## src/rtl/alu_pkg.sv

```systemverilog
// Shared decode definitions: ALU op codes, operand-2 select codes, RV32I opcodes,
// the decoded bundle carried by the decode stage and its skid buffer states.
// Optional feature macro used by the decoder: DECODER_ILLEGAL_FLAG_EN.
package alu_pkg;

    typedef enum logic [3:0] {
        ALU_ADD  = 4'b0000,
        ALU_SUB  = 4'b0001,
        ALU_AND  = 4'b0010,
        ALU_OR   = 4'b0011,
        ALU_XOR  = 4'b0100,
        ALU_SLL  = 4'b0101,
        ALU_SRL  = 4'b0110,
        ALU_SRA  = 4'b0111,
        ALU_BEQ  = 4'b1000,
        ALU_BNE  = 4'b1001,
        ALU_SLT  = 4'b1010,
        ALU_SLTU = 4'b1011,
        ALU_BLT  = 4'b1100,
        ALU_BGE  = 4'b1101,
        ALU_NOP  = 4'b1111
    } aluop_e;

    typedef enum logic [1:0] {
        IR_RS2  = 2'b00,
        IR_IMMI = 2'b01,
        IR_IMMS = 2'b10,
        IR_ZERO = 2'b11
    } irmux_e;

    localparam logic [6:0] OP_R      = 7'b0110011;
    localparam logic [6:0] OP_IMM    = 7'b0010011;
    localparam logic [6:0] OP_LOAD   = 7'b0000011;
    localparam logic [6:0] OP_STORE  = 7'b0100011;
    localparam logic [6:0] OP_BRANCH = 7'b1100011;
    localparam logic [6:0] OP_JAL    = 7'b1101111;
    localparam logic [6:0] OP_JALR   = 7'b1100111;

    // funct7 value that turns add->sub and srl->sra
    localparam logic [6:0] F7_BASE = 7'b0000000;
    localparam logic [6:0] F7_ALT  = 7'b0100000;

    typedef struct packed {
        aluop_e      aluop;
        irmux_e      irmux;
        logic [31:0] immi;
        logic [31:0] imms;
        logic [31:0] immb;
        logic [31:0] immj;
        logic [4:0]  rs1;
        logic [4:0]  rs2;
        logic [4:0]  rd;
        logic [2:0]  funct3;
        logic        regwrite;
        logic        memread;
        logic        memwrite;
        logic        branch;
        logic        jal;
        logic        jalr;
        logic        illegal;
    } bundle_t;

    typedef enum logic [1:0] {
        BUF_EMPTY = 2'b00,
        BUF_ONE   = 2'b01,
        BUF_FULL  = 2'b10
    } buf_state_e;

    // Bundle presented while nothing has been decoded yet
    function automatic bundle_t reset_bundle(input bit nop);
        bundle_t b;
        b       = '0;
        b.aluop = nop ? ALU_NOP : ALU_ADD;
        b.irmux = IR_ZERO;
        return b;
    endfunction

endpackage

```

## src/rtl/instr_decode_comb.sv

```systemverilog
// Purpose: pure combinational RV32I instruction -> decoded control bundle.
// Latency: zero cycles (no state).
// Backpressure: none; the caller decides when the bundle is captured.
// Macro DECODER_ILLEGAL_FLAG_EN: when defined, unsupported encodings raise illegal.
module instr_decode_comb
    import alu_pkg::*;
#(
    parameter int XLEN = 32
) (
    input  logic [XLEN-1:0] i_instr,
    output bundle_t         o_bundle
);

    logic [6:0] w_op;
    logic [2:0] w_f3;
    logic [6:0] w_f7;
    logic       w_f7_base;
    logic       w_f7_alt;
    logic       w_bad;
    bundle_t    w_b;

    assign w_op      = i_instr[6:0];
    assign w_f3      = i_instr[14:12];
    assign w_f7      = i_instr[31:25];
    assign w_f7_base = (w_f7 == F7_BASE);
    assign w_f7_alt  = (w_f7 == F7_ALT);

    // Field extraction, opcode decode, then collapse unsupported encodings to the nop bundle
    always_comb begin
        w_bad      = 1'b0;
        w_b        = '0;
        w_b.aluop  = ALU_NOP;
        w_b.irmux  = IR_ZERO;
        w_b.immi   = {{20{i_instr[31]}}, i_instr[31:20]};
        w_b.imms   = {{20{i_instr[31]}}, i_instr[31:25], i_instr[11:7]};
        w_b.immb   = {{19{i_instr[31]}}, i_instr[31], i_instr[7], i_instr[30:25], i_instr[11:8], 1'b0};
        w_b.immj   = {{11{i_instr[31]}}, i_instr[31], i_instr[19:12], i_instr[20], i_instr[30:21], 1'b0};
        w_b.rs1    = i_instr[19:15];
        w_b.rs2    = i_instr[24:20];
        w_b.rd     = i_instr[11:7];
        w_b.funct3 = w_f3;

        case (w_op)
            OP_R: begin
                w_b.irmux    = IR_RS2;
                w_b.regwrite = 1'b1;
                case (w_f3)
                    3'b000: begin
                        w_b.aluop = w_f7_alt ? ALU_SUB : ALU_ADD;
                        w_bad     = !(w_f7_base || w_f7_alt);
                    end
                    3'b101: begin
                        w_b.aluop = w_f7_alt ? ALU_SRA : ALU_SRL;
                        w_bad     = !(w_f7_base || w_f7_alt);
                    end
                    3'b001:  begin w_b.aluop = ALU_SLL;  w_bad = !w_f7_base; end
                    3'b010:  begin w_b.aluop = ALU_SLT;  w_bad = !w_f7_base; end
                    3'b011:  begin w_b.aluop = ALU_SLTU; w_bad = !w_f7_base; end
                    3'b100:  begin w_b.aluop = ALU_XOR;  w_bad = !w_f7_base; end
                    3'b110:  begin w_b.aluop = ALU_OR;   w_bad = !w_f7_base; end
                    default: begin w_b.aluop = ALU_AND;  w_bad = !w_f7_base; end
                endcase
            end
            OP_IMM: begin
                w_b.irmux    = IR_IMMI;
                w_b.regwrite = 1'b1;
                case (w_f3)
                    3'b000: w_b.aluop = ALU_ADD;
                    3'b010: w_b.aluop = ALU_SLT;
                    3'b011: w_b.aluop = ALU_SLTU;
                    3'b100: w_b.aluop = ALU_XOR;
                    3'b110: w_b.aluop = ALU_OR;
                    3'b111: w_b.aluop = ALU_AND;
                    3'b001: begin
                        w_b.aluop = ALU_SLL;
                        w_bad     = !w_f7_base;
                    end
                    default: begin
                        w_b.aluop = w_f7_alt ? ALU_SRA : ALU_SRL;
                        w_bad     = !(w_f7_base || w_f7_alt);
                    end
                endcase
            end
            OP_LOAD: begin
                w_b.aluop    = ALU_ADD;
                w_b.irmux    = IR_IMMI;
                w_b.memread  = 1'b1;
                w_b.regwrite = 1'b1;
                w_bad        = !(w_f3 inside {3'b000, 3'b001, 3'b010, 3'b100, 3'b101});
            end
            OP_STORE: begin
                w_b.aluop    = ALU_ADD;
                w_b.irmux    = IR_IMMS;
                w_b.memwrite = 1'b1;
                w_bad        = !(w_f3 inside {3'b000, 3'b001, 3'b010});
            end
            OP_BRANCH: begin
                w_b.irmux  = IR_RS2;
                w_b.branch = 1'b1;
                case (w_f3)
                    3'b000:  w_b.aluop = ALU_BEQ;
                    3'b001:  w_b.aluop = ALU_BNE;
                    3'b100:  w_b.aluop = ALU_BLT;
                    3'b101:  w_b.aluop = ALU_BGE;
                    default: w_bad     = 1'b1;
                endcase
            end
            OP_JAL: begin
                w_b.jal      = 1'b1;
                w_b.regwrite = 1'b1;
            end
            OP_JALR: begin
                w_b.aluop    = ALU_ADD;
                w_b.irmux    = IR_IMMI;
                w_b.jalr     = 1'b1;
                w_b.regwrite = 1'b1;
                w_bad        = (w_f3 != 3'b000);
            end
            default: w_bad = 1'b1;
        endcase

        // Anything unsupported must not write, access memory or redirect fetch
        if (w_bad) begin
            w_b.aluop    = ALU_NOP;
            w_b.irmux    = IR_ZERO;
            w_b.regwrite = 1'b0;
            w_b.memread  = 1'b0;
            w_b.memwrite = 1'b0;
            w_b.branch   = 1'b0;
            w_b.jal      = 1'b0;
            w_b.jalr     = 1'b0;
        end
`ifdef DECODER_ILLEGAL_FLAG_EN
        w_b.illegal = w_bad;
`else
        w_b.illegal = 1'b0;
`endif
    end

    assign o_bundle = w_b;

endmodule

```

## src/rtl/instr_decoder.sv

```systemverilog
// Purpose: registered RV32I decode stage with a 2-entry skid buffer between fetch and execute.
// Latency: one cycle; an instruction accepted on edge N is presented after edge N.
// Backpressure: in_ready is a registered "skid not full" bit, independent of out_ready in the same cycle.
// Macro DECODER_ILLEGAL_FLAG_EN: when defined, the illegal output flags unsupported encodings.
module instr_decoder
    import alu_pkg::*;
#(
    parameter int XLEN      = 32,
    parameter bit RESET_NOP = 1'b1
) (
    input  logic            clk,
    input  logic            rst_n,
    input  logic            flush,
    input  logic            in_valid,
    output logic            in_ready,
    input  logic [XLEN-1:0] instr,
    output logic            out_valid,
    input  logic            out_ready,
    output logic [3:0]      aluop,
    output logic [1:0]      irmux,
    output logic [XLEN-1:0] immi,
    output logic [XLEN-1:0] imms,
    output logic [XLEN-1:0] immb,
    output logic [XLEN-1:0] immj,
    output logic [4:0]      rs1,
    output logic [4:0]      rs2,
    output logic [4:0]      rd,
    output logic [2:0]      funct3,
    output logic            regwrite,
    output logic            memread,
    output logic            memwrite,
    output logic            branch,
    output logic            jal,
    output logic            jalr,
    output logic            illegal
);

    localparam bundle_t RST_BUNDLE = reset_bundle(RESET_NOP);

    buf_state_e r_state;
    bundle_t    r_main;
    bundle_t    r_skid;
    bundle_t    w_dec;
    logic       w_in_fire;
    logic       w_out_fire;

    instr_decode_comb #(.XLEN(XLEN)) u_decode (
        .i_instr  (instr),
        .o_bundle (w_dec)
    );

    assign in_ready   = (r_state != BUF_FULL);
    assign out_valid  = (r_state != BUF_EMPTY);
    assign w_in_fire  = in_valid && in_ready;
    assign w_out_fire = out_valid && out_ready;

    // Buffer occupancy and entry movement; main entry always drives the outputs
    always_ff @(posedge clk or negedge rst_n) begin
        if (!rst_n) begin
            r_state <= BUF_EMPTY;
            r_main  <= RST_BUNDLE;
            r_skid  <= RST_BUNDLE;
        end else if (flush) begin
            r_state <= BUF_EMPTY;
        end else begin
            case (r_state)
                BUF_EMPTY: begin
                    if (w_in_fire) begin
                        r_main  <= w_dec;
                        r_state <= BUF_ONE;
                    end
                end
                BUF_ONE: begin
                    if (w_in_fire && w_out_fire) begin
                        r_main <= w_dec;
                    end else if (w_in_fire) begin
                        r_skid  <= w_dec;
                        r_state <= BUF_FULL;
                    end else if (w_out_fire) begin
                        r_state <= BUF_EMPTY;
                    end
                end
                BUF_FULL: begin
                    if (w_out_fire) begin
                        r_main  <= r_skid;
                        r_state <= BUF_ONE;
                    end
                end
                default: r_state <= BUF_EMPTY;
            endcase
        end
    end

    assign aluop    = r_main.aluop;
    assign irmux    = r_main.irmux;
    assign immi     = r_main.immi;
    assign imms     = r_main.imms;
    assign immb     = r_main.immb;
    assign immj     = r_main.immj;
    assign rs1      = r_main.rs1;
    assign rs2      = r_main.rs2;
    assign rd       = r_main.rd;
    assign funct3   = r_main.funct3;
    assign regwrite = r_main.regwrite;
    assign memread  = r_main.memread;
    assign memwrite = r_main.memwrite;
    assign branch   = r_main.branch;
    assign jal      = r_main.jal;
    assign jalr     = r_main.jalr;
    assign illegal  = r_main.illegal;

endmodule

```

## config.mk

```make
export PLATFORM = sky130hd
export DESIGN_NAME = instr_decoder
export DESIGN_NICKNAME = d
export VERILOG_FILES = /design/src/rtl/alu_pkg.sv /design/src/rtl/instr_decode_comb.sv /design/src/rtl/instr_decoder.sv
export SDC_FILE = /design/constraint.sdc
export NUM_CORES = 1
export LEC_CHECK = 0
export CELL_PAD_IN_SITES_DETAIL_PLACEMENT = 1
export CELL_PAD_IN_SITES_GLOBAL_PLACEMENT = 1
export CORE_MARGIN = 4
export CORE_UTILIZATION = 30
export CTS_BUF_LIST = sky130_fd_sc_hd__clkbuf_4 sky130_fd_sc_hd__clkbuf_8 sky130_fd_sc_hd__clkbuf_16
export DETAILED_ROUTE_END_ITERATION = 8
export GPL_ROUTABILITY_DRIVEN = 0
export PLACE_DENSITY = 0.69
export SYNTH_ARGS = -nofsm -noshare
export SYNTH_HDL_FRONTEND = slang
export SYNTH_HIERARCHICAL = 1
export SYNTH_SLANG_ARGS = --single-unit
```

## constraint.sdc

```tcl
create_clock -name clk -period 3.34 [get_ports clk]
set_input_delay 1.002 -clock clk [delete_from_list [all_inputs] [get_ports clk]]
set_output_delay 1.002 -clock clk [all_outputs]
set_load 0.005 [all_outputs]
```

==> run summary <==
In this run, post-CTS repair resized a total of 0 instances. The clock latency of the later-clocked register in the worst-skew pair came out at 0.55 ns. STA classifies the critical path startpoint as a primary input. STA puts the critical path data required time at 3.77 ns. Setup repair after global routing left no endpoint under its margin. In this run the tightest slew margin relative to its limit is 37.1%. In this run the cell area of the synthesized design comes to 15,900 µm².

In the routed layout, each cell is associated on average with a via count of 4.52. The most used flip-flop cell after synthesis is dfrtp_1. The net switching fraction of the power is 24.9%.

The tools report the sequential-to-total area share from yosys stat as 50.5%. Data on the critical path arrives at its endpoint at 3.43 ns. The post-synthesis share of cell area spent on xor and xnor gates is 0.110%. Transition time at the pin with the least slew margin: 0.943 ns. The run gives 0.0195 ns as the worst clock skew.

Number of nets in the finished design: 1,524. After technology mapping, the gate count stands at 1,413. Measured against the total synthesized area, the mux share comes to 24.9%. The cell at the root of the clock tree is clkbuf_16.

The logs give 56,800 µm² for the total die area and 0 for the quantity of hold-fixing buffers added after cts. Synthesis instantiated 51 different standard cells from the library. The share of the cycle needed by the critical path after routing was 90.0%.

TritonCTS created 40 clock buffers. A synthesized cell averages 11.3 µm². The count of nets left with antenna violations once routing finished came out at 0. The number of global-route vias before repair was 11.0k. The worst setup path is of the primary input to flop kind. Maximum level of the CTS H-tree: 2. The flop and latch count out of synthesis was 320; the internal power component was 0.00914 W.

Across the run, the number of max-cap violations was 0. The clock passes through at most 3 buffers. The run gives 0 ns as the total negative setup slack. The top cell types in the final layout, fill and taps aside, are 482 x nand2_1, 308 x dfrtp_1, 218 x mux2_2.

Peak supply drop: 0.297 mV. The tools report the post-CTS repair timing setup buffer count as 0. TritonCTS built the clock tree.

Width of the die: 238 µm. Yosys printed 6 warnings. The total I/O pin count came out at 198.

The tools report the final count of hold timing violations as 0. Detailed placement ended at an HPWL of 25.5 mm. Summing the areas of all and, or, nand and nor instances in the mapped netlist gives 12.9% of the synthesized area. Entering global routing, the biggest net connects 161 pins. Static power due to leakage: 8.82 nW.

The number of antenna violations at the first check in global routing is 0, and the area of the placeable core is 52,600 µm². The global routing usage summed across all routing layers is 14.0%, and the number of placement rows is 84. The first global-routing pass estimated 63.6 mm of wire.

CTS saw 320 sinks. The tools report the DRC violations left as 0. After clock tree synthesis, the clock-pin slew on the worst setup and hold paths is 0.06 ns. In this run the power density over the cells is 638 nW/µm². For this run the aggregate overflow at the end of global routing stands at 0. Most common cell after layout, fill and taps aside: nand2_1.

Highest attainable clock frequency: 333 MHz. Sequential cells burn 43.5% of the power. For this block, the initial DRC count from the detailed router was 375.

Post-synthesis share of cell area spent on full adders, half adders and majority gates: 0%. Final setup violation count: 0. Once placement finished, the instance area stood at 17,800 µm². The worst hold margin is 0.370 ns. The part of the power in combinational logic came out at 20.6%. The path class of the tightest hold or removal check is primary input to asynchronous set/reset pin. The effective utilization at floorplan is 30.3%, and the slack of the critical path is 0.336 ns. The number of antenna diodes in the final layout is 0. The kind of end point of the critical path was a flop.

Counting flops with a built-in enable in the synthesized netlist gives 0. Area fraction in compound gates after synthesis: 1.29%. In this run the worst path has a maximum fanout of 7. Of the cells placed in the final design, the portion with a size suffix greater than 1 is 30.9%. The run finished with clean final reports. The routed design has 39.7 mm of wire. The tools report the routed via count as 9,959.

In this run the tool buffered the top-level ports with 197 buffer cells. Worst slack after detailed placement: -0.156 ns. The tools report the first-pass detailed-route iteration total as 4. The share of total power dissipated in the clock network is 35.9%. The count of final max-slew check failures was 0; the post-route cell area was 19,100 µm². The clock period minus final worst setup slack is 3.00 ns, and the switching power of the nets is 0.00303 W. By area, the combinational part of the netlist is dominated by multiplexers. Measured along the y axis, the die boundary spans 238 µm.

The routed wirelength normalized by instance count works out to 18.0 µm. For this run, asynchronously set or reset flops after synthesis account for 100%. The layout has 5,738 filler cells. The synthesis-to-finish area growth was 20.0%.
==> cells in the mapped netlist (7+ instances only) <==
cell type,count,share of area (%)
nand2_1,482,11
dfrtp_1,308,48
mux2_2,218,15
buf_4,147,6.9
mux2_4,100,9.4
buf_2,36,1.1
clkbuf_1,20,0.47
dfstp_2,12,2.0
nor2_1,10,0.24
buf_12,9,1.1
inv_1,7,0.17
==> final timing paths <==
kind                       slack [ns]     endpoint  depth (start not counted)         from
hold reg to reg                  0.50  r_skid[110]                          1  r_skid[110]
setup / recovery                 0.34       branch                         11     instr[0]
setup reg to reg                 1.21      immb[2]                          6   r_state[1]
min in group clk                 0.50  r_skid[110]                          1  r_skid[110]
max in group asynchronous        2.10  r_skid[119]                          2        rst_n
hold / removal                   0.37      immb[0]                          1        rst_n
==> stage by stage <==
| stage | std cells | power, W | utilization, % |
|---|---|---|---|
| after global placement | 2133 | 0.00779 | 33.8 |
| after CTS | 2201 | 0.0125 | 36.3 |
| final | 2201 | 0.0122 | 36.3 |
| after global routing | 2201 | 0.0129 | 36.3 |
| after detailed placement | 2133 | 0.00792 | 33.8 |
| after floorplan | 1415 | 0.00666 | - |
==> metal layers <==
metal / global-route usage [%] / vias up / part of all wire (%)
met4: 3.48 / 0 / 2.1
met3: 3.77 / 51 / 5.1
met2: 22.9 / 171 / 47
li1: - / 4626 / -
met1: 18.5 / 5111 / 46
met5: 0 / - / 0
==> cell type report <==
cell class              instances  area [µm²]  area share (%)
multi-input cells             867        6270            32.9
repair buffers                250        2570            13.5
well taps                     688         861            4.51
flip-flops and latches        320        8020            42.0
clock inverters                 9         130           0.682
clock buffers                  59        1190            6.25
inverters                       8        35.0           0.184
==> state kept, by name (all words and copies together), names as in the netlist, 2 cells and up <==
register	cells
funct3	3
imms	32
rs1	5
aluop	4
r_state	2
r_skid	159
rd	5
immj	32
immb	32
rs2	5
irmux	2
immi	32
==> power groups by stage <==
| stage | sequential [W] | combinational [W] | clock, W |
|---|---|---|---|
| 4_1_cts | 0.00530 | 0.00258 | 0.00458 |
| 5_1_grt | 0.00541 | 0.00273 | 0.00475 |
| 3_5_place_dp | 0.00536 | 0.00256 | 0 |
| 6_report | 0.00529 | 0.00251 | 0.00437 |
| 2_1_floorplan | 0.00526 | 0.00140 | 0 |
| 3_3_place_gp | 0.00530 | 0.00249 | 0 |
==> worst max-delay path, stage by stage <==
cell             delay, ns
clkdlybuf4s50_1       0.47
nor4bb_1              0.34
buf_4                 0.23
nand2_1               0.08
a211oi_1              0.48
nor3_4                0.11
buf_4                 0.17
and2_1                0.15
nand2_1               0.06
nand2_1               0.06
mux2_2                0.26
==> logic make-up after synthesis <==
family                    Yosys count
DFF                               320
other                               1
AOI/OAI and AO/OA                  23
muxes                             319
buffers and inverters             228
and+or+nand+nor                   520
xor gates and xnor gates            2
(Power assumes the default switching activity.)
